### config.mk
export PLATFORM = sky130hd
export DESIGN_NAME = soc_system_sysid_rd_seq
export DESIGN_NICKNAME = d
export VERILOG_FILES = /design/src/rtl/soc_system_sysid_rd_seq.sv
export SDC_FILE = /design/constraint.sdc
export NUM_CORES = 1
export LEC_CHECK = 0
export CORE_UTILIZATION = 55
export CTS_CLUSTER_DIAMETER = 80
export CTS_CLUSTER_SIZE = 8
export DETAILED_ROUTE_END_ITERATION = 7
export PLACE_DENSITY = 0.74
export SLEW_MARGIN = 20
export SYNTH_ARGS = -nofsm -noshare
export SYNTH_HDL_FRONTEND = slang
export SYNTH_SLANG_ARGS = --single-unit
### constraint.sdc
create_clock -name clock -period 5.1 [get_ports clock]
set_clock_uncertainty 0.2 [all_clocks]
set_input_delay 0.765 -clock clock [delete_from_list [all_inputs] [get_ports clock]]
set_output_delay 0.765 -clock clock [all_outputs]
set_load 0.02 [all_outputs]
### src/rtl/soc_system_sysid_rd_seq.sv
// Single-read handshake helper for the system-ID checker.
// Detects read acceptance, counts the fixed read latency, counts stall cycles and
// flags a timeout, and raises a one-cycle capture strobe when read data is valid.
// Ports:
//   clock, reset_n   : clock, asynchronous active-low reset
//   in_rd            : FSM is in a read-request state (avm_read is high)
//   in_lat           : FSM is waiting out the read latency
//   avm_waitrequest  : interconnect stall
//   accept           : read request accepted this cycle
//   capture          : avm_readdata is valid this cycle
//   stall_timeout    : stall limit reached this cycle
module soc_system_sysid_rd_seq #(
  parameter int unsigned READ_LATENCY   = 0,
  parameter int unsigned TIMEOUT_CYCLES = 255
) (
  input  logic clock,
  input  logic reset_n,
  input  logic in_rd,
  input  logic in_lat,
  input  logic avm_waitrequest,
  output logic accept,
  output logic capture,
  output logic stall_timeout
);

  localparam logic [15:0] StallLast = 16'(TIMEOUT_CYCLES - 1);
  localparam logic [1:0]  LatLast   = (READ_LATENCY == 0) ? 2'd0 : 2'(READ_LATENCY - 1);

  logic [15:0] stall_cnt_q, stall_cnt_d;
  logic [1:0]  lat_cnt_q, lat_cnt_d;
  logic        lat_last;

  always_comb begin
    accept        = in_rd & ~avm_waitrequest;
    // Fires on the stall that brings the count to TIMEOUT_CYCLES.
    stall_timeout = in_rd & avm_waitrequest & (stall_cnt_q == StallLast);
    // Any non-stall cycle (accept, or not in a read state) clears the count, so
    // every read-request state starts from zero.
    stall_cnt_d   = (in_rd & avm_waitrequest) ? stall_cnt_q + 16'd1 : 16'd0;
    lat_last      = in_lat & (lat_cnt_q == LatLast);
    lat_cnt_d     = (in_lat & ~lat_last) ? lat_cnt_q + 2'd1 : 2'd0;
    capture       = (READ_LATENCY == 0) ? accept : lat_last;
  end

  always_ff @(posedge clock or negedge reset_n) begin
    if (!reset_n) begin
      stall_cnt_q <= 16'd0;
      lat_cnt_q   <= 2'd0;
    end else begin
      stall_cnt_q <= stall_cnt_d;
      lat_cnt_q   <= lat_cnt_d;
    end
  end

endmodule

# Word-level counts from Yosys, hierarchy flattened
# Index checks and enable logic that the tools add are counted.
dict set report op_classes {
  n_bitwise 4
  n_addsub 1
  eq_ne 1
  muxes 1
}
# op count
set op_table {}
lappend op_table {{$add 16x1->16 const B} 1}
lappend op_table {{$eq 16x8->1 const B} 1}
lappend op_table {{$mux 16} 1}
lappend op_table {{$and 1x1->1} 3}
lappend op_table {{$not 1->1} 1}
dict set report totals {
  elab_cells 8
  inputBits 5
  regBits 16
  out_inout_bits 3
}

# Longest topological paths before layout
# Gate-level depths: netlist (run 1).
dict set report depth {
  ltp_word 2
  depth_mapped 5
  depth_no_buf 5
}

# Least setup slack after synthesis (run 1)
# Ideal clock, no wire load.
dict set report synth_timing {
  path_type {input-to-output}
  startpoint {input avm_waitrequest}
  endpoint {output stall_timeout}
  path_buffers 0
  path_stages 4
  arrival_time_ps 1827
  setup_slack_ps 2308
  required_time_ps 4135
  path_cell_list {nand2_1 > nor3_1 > nand4_1 > nor4_1}
}
dict set report synth_via {
  elab_chain_len 2
}
# item line_no
set synth_lines {}
lappend synth_lines {{start, declared} 20} ;# input logic avm_waitrequest,
lappend synth_lines {{$and 1x1->1 (2 in series)} 36} ;# stall_timeout = in_rd & avm_waitrequest & (stall_cnt_q == StallLast);
lappend synth_lines {{end, declared} 23} ;# output logic stall_timeout
# Every way passes these cells.

# Worst setup path in the final report (run 1)
# Ends and elaborated chain as after synthesis.

==> results of run 1 <==
==> cell families (layout without fill, tap and decap cells) <==
kind of cell / after synthesis / in the layout / synth area share, %
flip-flops: 16 / 16 / 48.48
AO/OA/AOI/OAI: 8 / 8 / 6.061
AND/OR/NAND/NOR: 44 / 44 / 28.64
XOR/XNOR: 10 / 10 / 10.61
buffers and inverters: 6 / 13 / 3.181
adder cells (fa/ha/maj): 2 / 2 / 3.030
==> cell usage after synthesis, types with 2 or more instances <==
| master | number | share of area [%] |
|---|---|---|
| or3_1 | 2 | 1.5 |
| nor2_1 | 15 | 6.8 |
| o21ai_0 | 2 | 1.2 |
| ha_1 | 2 | 3.0 |
| nand4_1 | 2 | 1.5 |
| xor2_1 | 2 | 2.1 |
| nand3_1 | 7 | 4.2 |
| nor4_1 | 3 | 2.3 |
| nor3_1 | 3 | 1.8 |
| nand2_1 | 3 | 1.4 |
| and3_1 | 3 | 2.3 |
| a21oi_1 | 3 | 1.8 |
| inv_1 | 4 | 1.8 |
| xnor2_1 | 8 | 8.5 |
| dfrtp_1 | 16 | 48 |
==> power by group <==
part | internal [mW] | switching (mW) | leakage (nW) | total (mW)
Combinational | 0.00446 | 0.00711 | 0.124 | 0.0116
Clock | 0.0274 | 0.0369 | 0.0138 | 0.0643
Sequential | 0.127 | 0.000900 | 0.223 | 0.128
==> worst min path at each step <==
stage,from,endpoint,slack (ns),depth (start not counted)
6_report,stall_cnt_q[0]$_DFF_PN0_,stall_cnt_q[0]$_DFF_PN0_,0.32,1
5_1_grt,stall_cnt_q[0]$_DFF_PN0_,stall_cnt_q[0]$_DFF_PN0_,0.35,1
4_1_cts,stall_cnt_q[0]$_DFF_PN0_,stall_cnt_q[0]$_DFF_PN0_,0.33,1
3_5_place_dp,stall_cnt_q[0]$_DFF_PN0_,stall_cnt_q[0]$_DFF_PN0_,0.31,1
3_3_place_gp,stall_cnt_q[0]$_DFF_PN0_,stall_cnt_q[0]$_DFF_PN0_,0.29,1
2_1_floorplan,reset_n,stall_cnt_q[0]$_DFF_PN0_,0.27,0
==> area by class of cell <==
type,count,share of cell area [%]
sequential,16,43.72
multi-input combinational,64,43.58
tap,15,2.049
inverter,4,1.639
timing repair buffer,6,6.557
clock buffer,3,2.459
==> per-layer routing <==
layer  track usage [%]  routed length [µm]  vias up
met1             27.78                 730      285
li1                  -                   -      317
met2             29.37                 601       10
met3             3.261                  34        5
met4             15.00                  36        0
met5                 0                   0        -
==> flow_metrics.env, run 1 <==
export IMPL_path_class="in2out"
export IMPL_drive_gt1_share_pct=8.602
export IMPL_slew_headroom_pct=54.16
export IMPL_leakage_nw=0.3603
export IMPL_r2r_slack_ns=3.21
export IMPL_fp_dieH_um=40.75
export IMPL_ys_seq_area_share_pct=48.48
export IMPL_finalWirelength_um=1401
export IMPL_setup_violations=0
export IMPL_cp_start_kind="primary input"
export IMPL_finalHoldViolations=0
export IMPL_fill_cells=113
export IMPL_finish_net_count=102
export IMPL_path_depth=6
export IMPL_synth_distinct_cells=26
export IMPL_largestRegisters="stall_cnt_q: 16 flops"
export IMPL_path_cells="clkdlybuf4s50_1 -> nand2_1 -> nor3_1 -> nand4_1 -> nor4_1 -> clkdlybuf4s50_1"
export IMPL_grt_pass1_wl_um=2118
export IMPL_final_setup_worst_slack_ns=1.238
export IMPL_largest_reg_flops=16
export IMPL_synth_cells=86
export IMPL_hpwlAfterDp_um=998.6
export IMPL_worst_pin_slew_ns=0.6854
export IMPL_holdWs_ns=0.3195
export IMPL_cts_sinks=16
export IMPL_io_pins=8
export IMPL_maxSlewViolCount=0
export IMPL_postLayoutCoreUtil_pct=67.84
export IMPL_rsz0062_at_grt="no"
export IMPL_worstHoldPathType="reg2reg"
export IMPL_cp_end_kind="output pin"
export IMPL_start_util_pct=61.17
export IMPL_routabilityCongestion=0.8178
export IMPL_critPathTopFamily="buffers and inverters"
export IMPL_max_cap_viol_count=0
export IMPL_io_buffers=6
export IMPL_finalSetupTns_ns=0
export IMPL_postSynth_asyncResetShare_pct=100.0
export IMPL_crit_fanout=17
export IMPL_multi_input_area_um2=399.1
export IMPL_core_area_mm2=0.001350
export IMPL_dp_cells=105
export IMPL_vias=617
export IMPL_layout_common_cells="16 x dfrtp_1, 15 x nor2_1, 8 x xnor2_1"
export IMPL_ir_drop_mv=0.1997
export IMPL_final_area_um2=915.9
export IMPL_cpPeakStageDelay_ns=0.65
export IMPL_synth_avg_cell_area_um2=9.602
export IMPL_grt_pass1_vias=501
export IMPL_syn2layout_area_growth_pct=10.91
export IMPL_synth_edff_count=0
export IMPL_crit_top_cell="clkdlybuf4s50_1"
export IMPL_numCtsBuffers=3
export IMPL_synth_warnings=0
export IMPL_root_buffer="clkbuf_4"
export IMPL_fmax_ghz=0.2589
export IMPL_power_density_mw_per_mm2=223.0
export IMPL_drtAntennaViolNets=0
export IMPL_drt_first_pass_iters=4
export IMPL_startpoint="avm_waitrequest"
export IMPL_wl_per_cell_um=12.97
export IMPL_worst_ep_arrival_time_ns=2.90
export IMPL_cts_tree="built"
export IMPL_fin_cells=108
export IMPL_endpoint="stall_timeout"
export IMPL_critPathBufInv=2
export IMPL_synthesis_nets=93
export IMPL_layout_cells_most_common="dfrtp_1"
export IMPL_grt_ovfl_total=0
export IMPL_cts_setup_buffers=0
export IMPL_period_minus_slack_ns=3.862
export IMPL_regMostFlops="stall_cnt_q"
export IMPL_cts_resized_gates=0
export IMPL_clock_path_buffers=2
export IMPL_die_area_mm2=0.001661
export IMPL_clkTransAtPathRegs_ns=0.08
export IMPL_drt_iter0_drc=8
export IMPL_dp_slack_ns=1.229
export IMPL_viasPerCell=5.713
export IMPL_r2r_cells=5
export IMPL_r2r_start="stall_cnt_q[0]$_DFF_PN0_"
export IMPL_seq_area_um2=400.4
export IMPL_ys_flop_type="dfrtp_1"
export IMPL_track_usage_pct=20.51
export IMPL_hold_buffers=0
export IMPL_drc=0
export IMPL_status="finished, final reports clean"
export IMPL_slowest_stage="clkdlybuf4s50_1"
export IMPL_power_mw=0.2043
export IMPL_clk_latency_ns=0.28
export IMPL_r2r_end="stall_cnt_q[14]$_DFF_PN0_"
export IMPL_grt_max_degree=18
export IMPL_die_w_um=40.75
export IMPL_finalCritPeriodShare_pct=75.72
export IMPL_mappedNetlistArea_um2=825.8
export IMPL_place_area_um2=893.4
export IMPL_num_rows=13
export IMPL_required_ns=4.14
export IMPL_antenna_cells=0
export IMPL_ys_ff_latch=16
export IMPL_antenna_found_initial=0
export IMPL_cts_max_level=1
Note: power is estimated with default switching activity, not from simulation.
==> run 2: changes to the inputs <==
--- a/config.mk
+++ b/config.mk
@@ -5,11 +5,11 @@
 export SDC_FILE = /design/constraint.sdc
 export NUM_CORES = 1
 export LEC_CHECK = 0
-export CORE_UTILIZATION = 55
+export CORE_UTILIZATION = 48
 export CTS_CLUSTER_DIAMETER = 80
 export CTS_CLUSTER_SIZE = 8
 export DETAILED_ROUTE_END_ITERATION = 7
-export PLACE_DENSITY = 0.74
+export PLACE_DENSITY = 0.69
 export SLEW_MARGIN = 20
 export SYNTH_ARGS = -nofsm -noshare
 export SYNTH_HDL_FRONTEND = slang
==> constraint.sdc (replaced) <==
create_clock -name clock -period 3.4 [get_ports clock]
set_clock_uncertainty 0.2 [all_clocks]
set_input_delay 0.51 -clock clock [delete_from_list [all_inputs] [get_ports clock]]
set_output_delay 0.51 -clock clock [all_outputs]
set_load 0.02 [all_outputs]
==> run 2 against run 1 <==
Net effect: the flow now finishes with violations (DRC); final cell count rose by 1.9%; sequential share of layout area fell by 0.41 points; hold slack got worse by 0.0081 ns; critical endpoint unchanged.
==> flow_metrics.env, run 2 (synthesis results as in run 1) <==
export IMPL_cts_tree="built"
export IMPL_finish_net_count=103
export IMPL_vias=641
export IMPL_die_w_um=43.48
export IMPL_rsz0062_at_grt="no"
export IMPL_switching_share_pct=22.15
export IMPL_root_buffer="clkbuf_4"
export IMPL_r2r_slack_ns=1.51
export IMPL_fill_cells=140
export IMPL_worstHoldEndpoint="stall_cnt_q[0]$_DFF_PN0_"
export IMPL_power_density_mw_per_mm2=333.3
export IMPL_setup_violations=0
export IMPL_cts_sinks=16
export IMPL_grt_pass1_wl_um=2518
export IMPL_crit_top_cell="clkdlybuf4s50_1"
export IMPL_regMostFlops="stall_cnt_q"
export IMPL_io_buffers=6
export IMPL_wl_met3_um=54
export IMPL_path_cells="clkdlybuf4s50_1 -> nand2_1 -> nor3_1 -> nand4_1 -> nor4_1 -> clkdlybuf4s50_1"
export IMPL_hpwlAfterDp_um=1060
export IMPL_r2r_end="stall_cnt_q[14]$_DFF_PN0_"
export IMPL_drc=2
export IMPL_track_usage_pct=18.72
export IMPL_layout_cells_most_common="dfrtp_1"
export IMPL_clock_path_buffers=2
export IMPL_p_clk_share_pct=31.4
export IMPL_p_sw_mw=0.06824
export IMPL_finalWirelength_um=1502
export IMPL_ir_drop_mv=0.1885
export IMPL_status="complete, but fails checks"
export IMPL_largestRegisters="stall_cnt_q: 16 flops"
export IMPL_grt_ovfl_total=0
export IMPL_slowest_stage="clkdlybuf4s50_1"
export IMPL_maxSlewViolCount=0
export IMPL_highest_signal_layer="met4"
export IMPL_antenna_found_initial=0
export IMPL_finalHoldViolations=0
export IMPL_grt_pass1_vias=569
export IMPL_met1_length_um=745
export IMPL_numCtsBuffers=3
export IMPL_syn2layout_area_growth_pct=11.97
export IMPL_clkTransAtPathRegs_ns=0.09
export IMPL_worst_pin_slew_ns=0.7027
export IMPL_die_area_mm2=0.001890
export IMPL_seqPwrFrac_pct=62.5
export IMPL_grt_max_degree=17
export IMPL_cpPeakStageDelay_ns=0.65
export IMPL_fmax_ghz=0.3321
export IMPL_fin_cells=110
export IMPL_r2r_start="stall_cnt_q[0]$_DFF_PN0_"
export IMPL_dr_wl_met2_um=651
export IMPL_cts_max_level=1
export IMPL_largest_reg_flops=16
export IMPL_hold_buffers=0
export IMPL_routabilityCongestion=0.8062
export IMPL_slew_headroom_pct=53.01
export IMPL_core_area_mm2=0.001559
export IMPL_num_rows=14
export IMPL_crit_fanout=3
export IMPL_antenna_cells=0
export IMPL_clk_latency_ns=0.29
export IMPL_period_minus_slack_ns=3.011
export IMPL_cp_start_kind="primary input"
export IMPL_pwr_share_comb_pct=6.1
export IMPL_cp_end_kind="output pin"
export IMPL_cts_resized_gates=0
export IMPL_start_util_pct=52.97
export IMPL_leakage_nw=0.3648
export IMPL_finalSetupTns_ns=0
export IMPL_cts_setup_buffers=0
export IMPL_worst_ep_arrival_time_ns=2.30
export IMPL_intPower_mw=0.2399
export IMPL_layout_common_cells="16 x dfrtp_1, 15 x nor2_1, 8 x xnor2_1"
export IMPL_violations="DRC"
export IMPL_drive_gt1_share_pct=9.574
export IMPL_dp_cells=107
export IMPL_wl_per_cell_um=13.65
export IMPL_drt_iter0_drc=19
export IMPL_max_cap_viol_count=0
export IMPL_hold_depth=1
export IMPL_required_ns=2.69
export IMPL_io_pins=8
export IMPL_worstHoldPathType="reg2reg"
export IMPL_multi_input_area_um2=399.1
export IMPL_drt_first_pass_iters=7
export IMPL_path_class="in2out"
export IMPL_r2r_cells=5
export IMPL_fp_dieH_um=43.48
export IMPL_finalCritPeriodShare_pct=88.56
export IMPL_viasPerCell=5.827
export IMPL_hp_start="stall_cnt_q[0]$_DFF_PN0_"
export IMPL_seq_area_um2=400.4
export IMPL_drtAntennaViolNets=0
## run 2: layer usage
layer  GRT usage (%)  vias up
met4           13.75        0
li1                -      315
met5               0        -
met2           25.15       13
met1           26.81      306
met3           3.333        7
## run 2: power groups by stage
stage | combinational, mW | clock, mW | sequential (mW)
finish | 0.0188 | 0.0968 | 0.192
global route | 0.0211 | 0.109 | 0.193
CTS | 0.0193 | 0.102 | 0.192
detailed placement | 0.0192 | 0 | 0.196
global placement | 0.0190 | 0 | 0.196
floorplan | 0.00777 | 0 | 0.196
## run 2: layout make-up
cell class | count | area share, %
inverters | 4 | 1.624
flip-flops and latches | 16 | 43.30
clock buffers | 3 | 2.436
well taps | 16 | 2.165
repair buffers | 7 | 7.307
multi-input cells | 64 | 43.17
## run 2: critical path: cells and delay by family
| family | cells | cell delay [ns] |
|---|---|---|
| buf+inv | 2 | 1.16 |
| simple gates | 4 | 0.63 |
## run 2: through the flow
step / util (%) / setup slack (ns) / total power, mW / instance area, µm² / hold slack, ns
finish: 59.31 / 0.3889 / 0.3082 / 924.6 / 0.3113
global route: 59.31 / 0.2653 / 0.3234 / 924.6 / 0.3439
CTS: 59.31 / 0.3614 / 0.3140 / 924.6 / 0.3106
detailed placement: 57.87 / 0.3949 / 0.2155 / 902.1 / 0.2978
global placement: 57.87 / 0.3724 / 0.2152 / 902.1 / 0.2911
floorplan: - / 1.118 / 0.2038 / 825.8 / 0.01441
## run 2: worst max-delay path by stage
stage / from / end / cells after the start
CTS: avm_waitrequest / stall_timeout / 6
detailed placement: avm_waitrequest / stall_timeout / 6
floorplan: avm_waitrequest / stall_timeout / 4
finish: avm_waitrequest / stall_timeout / 6
global placement: avm_waitrequest / stall_timeout / 6
global route: avm_waitrequest / stall_timeout / 6
==> run 3: changes to the inputs <==
--- a/config.mk
+++ b/config.mk
@@ -5,11 +5,13 @@
 export SDC_FILE = /design/constraint.sdc
 export NUM_CORES = 1
 export LEC_CHECK = 0
-export CORE_UTILIZATION = 48
+export CELL_PAD_IN_SITES_DETAIL_PLACEMENT = 1
+export CELL_PAD_IN_SITES_GLOBAL_PLACEMENT = 1
+export CORE_UTILIZATION = 38
 export CTS_CLUSTER_DIAMETER = 80
 export CTS_CLUSTER_SIZE = 8
 export DETAILED_ROUTE_END_ITERATION = 7
-export PLACE_DENSITY = 0.69
+export PLACE_DENSITY = 0.7
 export SLEW_MARGIN = 20
 export SYNTH_ARGS = -nofsm -noshare
 export SYNTH_HDL_FRONTEND = slang
==> run 3 against run 2 <==
Net effect: the run now ends clean; register-to-register slack got worse by 0.02 ns; via count is 1.6% lower; non-clock buffer count did not move; power rose by 9.0%; combinational power about the same; fmax decreased by 1.1%; final cell count grew 11%; sequential power barely moved; global-route usage shrank 2.5 points; sequential cell count did not move; hold slack better by 0.014 ns; critical path depth is the same; critical path type unchanged; critical endpoint unchanged; largest cell class unchanged.
==> flow_metrics.env, run 3 (synthesis results as in run 1) <==
export IMPL_fp_dieH_um=48.62
export IMPL_dp_cells=118
export IMPL_clkTransAtPathRegs_ns=0.09
export IMPL_hpwlAfterDp_um=1197
export IMPL_crit_fanout=3
export IMPL_die_w_um=48.62
export IMPL_core_area_mm2=0.002002
export IMPL_largestRegisters="stall_cnt_q: 16 flops"
export IMPL_finalWirelength_um=1641
export IMPL_io_pins=8
export IMPL_wl_per_cell_um=13.45
export IMPL_maxSlewViolCount=0
export IMPL_track_usage_pct=16.27
export IMPL_setup_violations=0
export IMPL_syn2layout_area_growth_pct=15.30
export IMPL_finalSetupTns_ns=0
export IMPL_regMostFlops="stall_cnt_q"
export IMPL_finalHoldViolations=0
export IMPL_largest_reg_flops=16
export IMPL_fin_cells=122
export IMPL_rsz0062_at_grt="no"
export IMPL_cts_max_level=1
export IMPL_finalCritPeriodShare_pct=89.59
export IMPL_met1_length_um=783
export IMPL_layout_common_cells="16 x dfrtp_1, 15 x nor2_1, 8 x xnor2_1"
export IMPL_routabilityCongestion=0.7893
export IMPL_antenna_cells=0
export IMPL_drt_iter0_drc=5
export IMPL_io_buffers=6
export IMPL_wl_met3_um=64
export IMPL_path_cells="clkdlybuf4s50_1 -> nand2_1 -> nor3_1 -> nand4_1 -> nor4_1 -> clkdlybuf4s50_1"
export IMPL_drc=0
export IMPL_ir_drop_mv=0.2200
export IMPL_num_rows=16
export IMPL_layout_cells_most_common="dfrtp_1"
export IMPL_grt_pass1_vias=655
export IMPL_period_minus_slack_ns=3.046
export IMPL_vias=631
export IMPL_holdWs_ns=0.3249
export IMPL_hold_depth=1
export IMPL_cts_sinks=16
export IMPL_r2r_cells=5
export IMPL_slew_headroom_pct=52.10
export IMPL_leakage_nw=0.3720
export IMPL_status="finished, final reports clean"
export IMPL_startpoint="avm_waitrequest"
export IMPL_drive_gt1_share_pct=10.53
export IMPL_hold_buffers=0
export IMPL_finish_net_count=103
export IMPL_grt_pass1_wl_um=2946
export IMPL_root_buffer="clkbuf_4"
export IMPL_worst_ep_arrival_time_ns=2.34
export IMPL_fmax_ghz=0.3283
export IMPL_drt_first_pass_iters=4
export IMPL_grt_ovfl_total=0
export IMPL_grt_max_degree=17
export IMPL_power_density_mw_per_mm2=352.8
export IMPL_clock_path_buffers=2
export IMPL_die_area_mm2=0.002363
export IMPL_drtAntennaViolNets=0
export IMPL_cpPeakStageDelay_ns=0.66
export IMPL_cp_start_kind="primary input"
export IMPL_r2r_start="stall_cnt_q[0]$_DFF_PN0_"
export IMPL_antenna_found_initial=0
export IMPL_path_class="in2out"
export IMPL_clk_latency_ns=0.28
export IMPL_max_cap_viol_count=0
export IMPL_start_util_pct=41.25
export IMPL_cts_resized_gates=0
export IMPL_cp_end_kind="output pin"
export IMPL_worstHoldPathType="reg2reg"
export IMPL_numCtsBuffers=3
export IMPL_dr_wl_met2_um=783
export IMPL_crit_top_cell="clkdlybuf4s50_1"
export IMPL_cts_tree="built"
export IMPL_worst_pin_slew_ns=0.7162
export IMPL_cts_setup_buffers=0
export IMPL_viasPerCell=5.172
export IMPL_slowest_stage="clkdlybuf4s50_1"
export IMPL_highest_signal_layer="met4"
export IMPL_required_ns=2.69
export IMPL_hp_start="stall_cnt_q[0]$_DFF_PN0_"
run 3: path summary, 6_finish.rpt:
path | endpoint | slack [ns]
worst max-delay path | stall_timeout | 0.35
worst min-delay path | stall_cnt_q[0]$_DFF_PN0_ | 0.32
worst max register to register | stall_cnt_q[14]$_DFF_PN0_ | 1.49
worst min register to register | stall_cnt_q[0]$_DFF_PN0_ | 0.32
max in group asynchronous | stall_cnt_q[6]$_DFF_PN0_ | 2.10
min in group asynchronous | stall_cnt_q[13]$_DFF_PN0_ | 0.45
run 3: metrics by stage:
stage	area [µm²]	setup slack [ns]	total power, mW	util (%)
floorplan	825.8	1.118	0.2038	-
global placement	915.9	0.3329	0.2155	45.75
detailed placement	915.9	0.3505	0.2158	45.75
CTS	952.2	0.3056	0.3434	47.56
global route	952.2	0.1580	0.3507	47.56
finish	952.2	0.3539	0.3360	47.56
run 3: where the power goes:
part,switching [mW],internal [mW],total (mW)
clock network,0.0594,0.0651,0.124
logic,0.0114,0.00747,0.0189
registers,0.00137,0.191,0.193
total,0.0722,0.264,0.336
run 3: layer usage:
metal,global-route usage [%],up-vias
met1,20.68,304
met5,0,-
met3,4.717,2
met2,26.62,9
met4,4.902,0
li1,-,316
run 3: layout make-up:
| cell class | count | area [µm²] |
|---|---|---|
| Timing Repair Buffer | 7 | 67.56 |
| Clock buffer | 4 | 36.28 |
| Sequential cell | 16 | 400.4 |
| Inverter | 4 | 15.01 |
| Fill cell | 250 | 1050 |
| Multi-Input combinational cell | 64 | 399.1 |
| Tap cell | 27 | 33.78 |
run 3: critical path, delay by kind of cell:
family	cells	cell delay [ns]
buffers and inverters	2	1.16
AND/OR/NAND/NOR	4	0.66
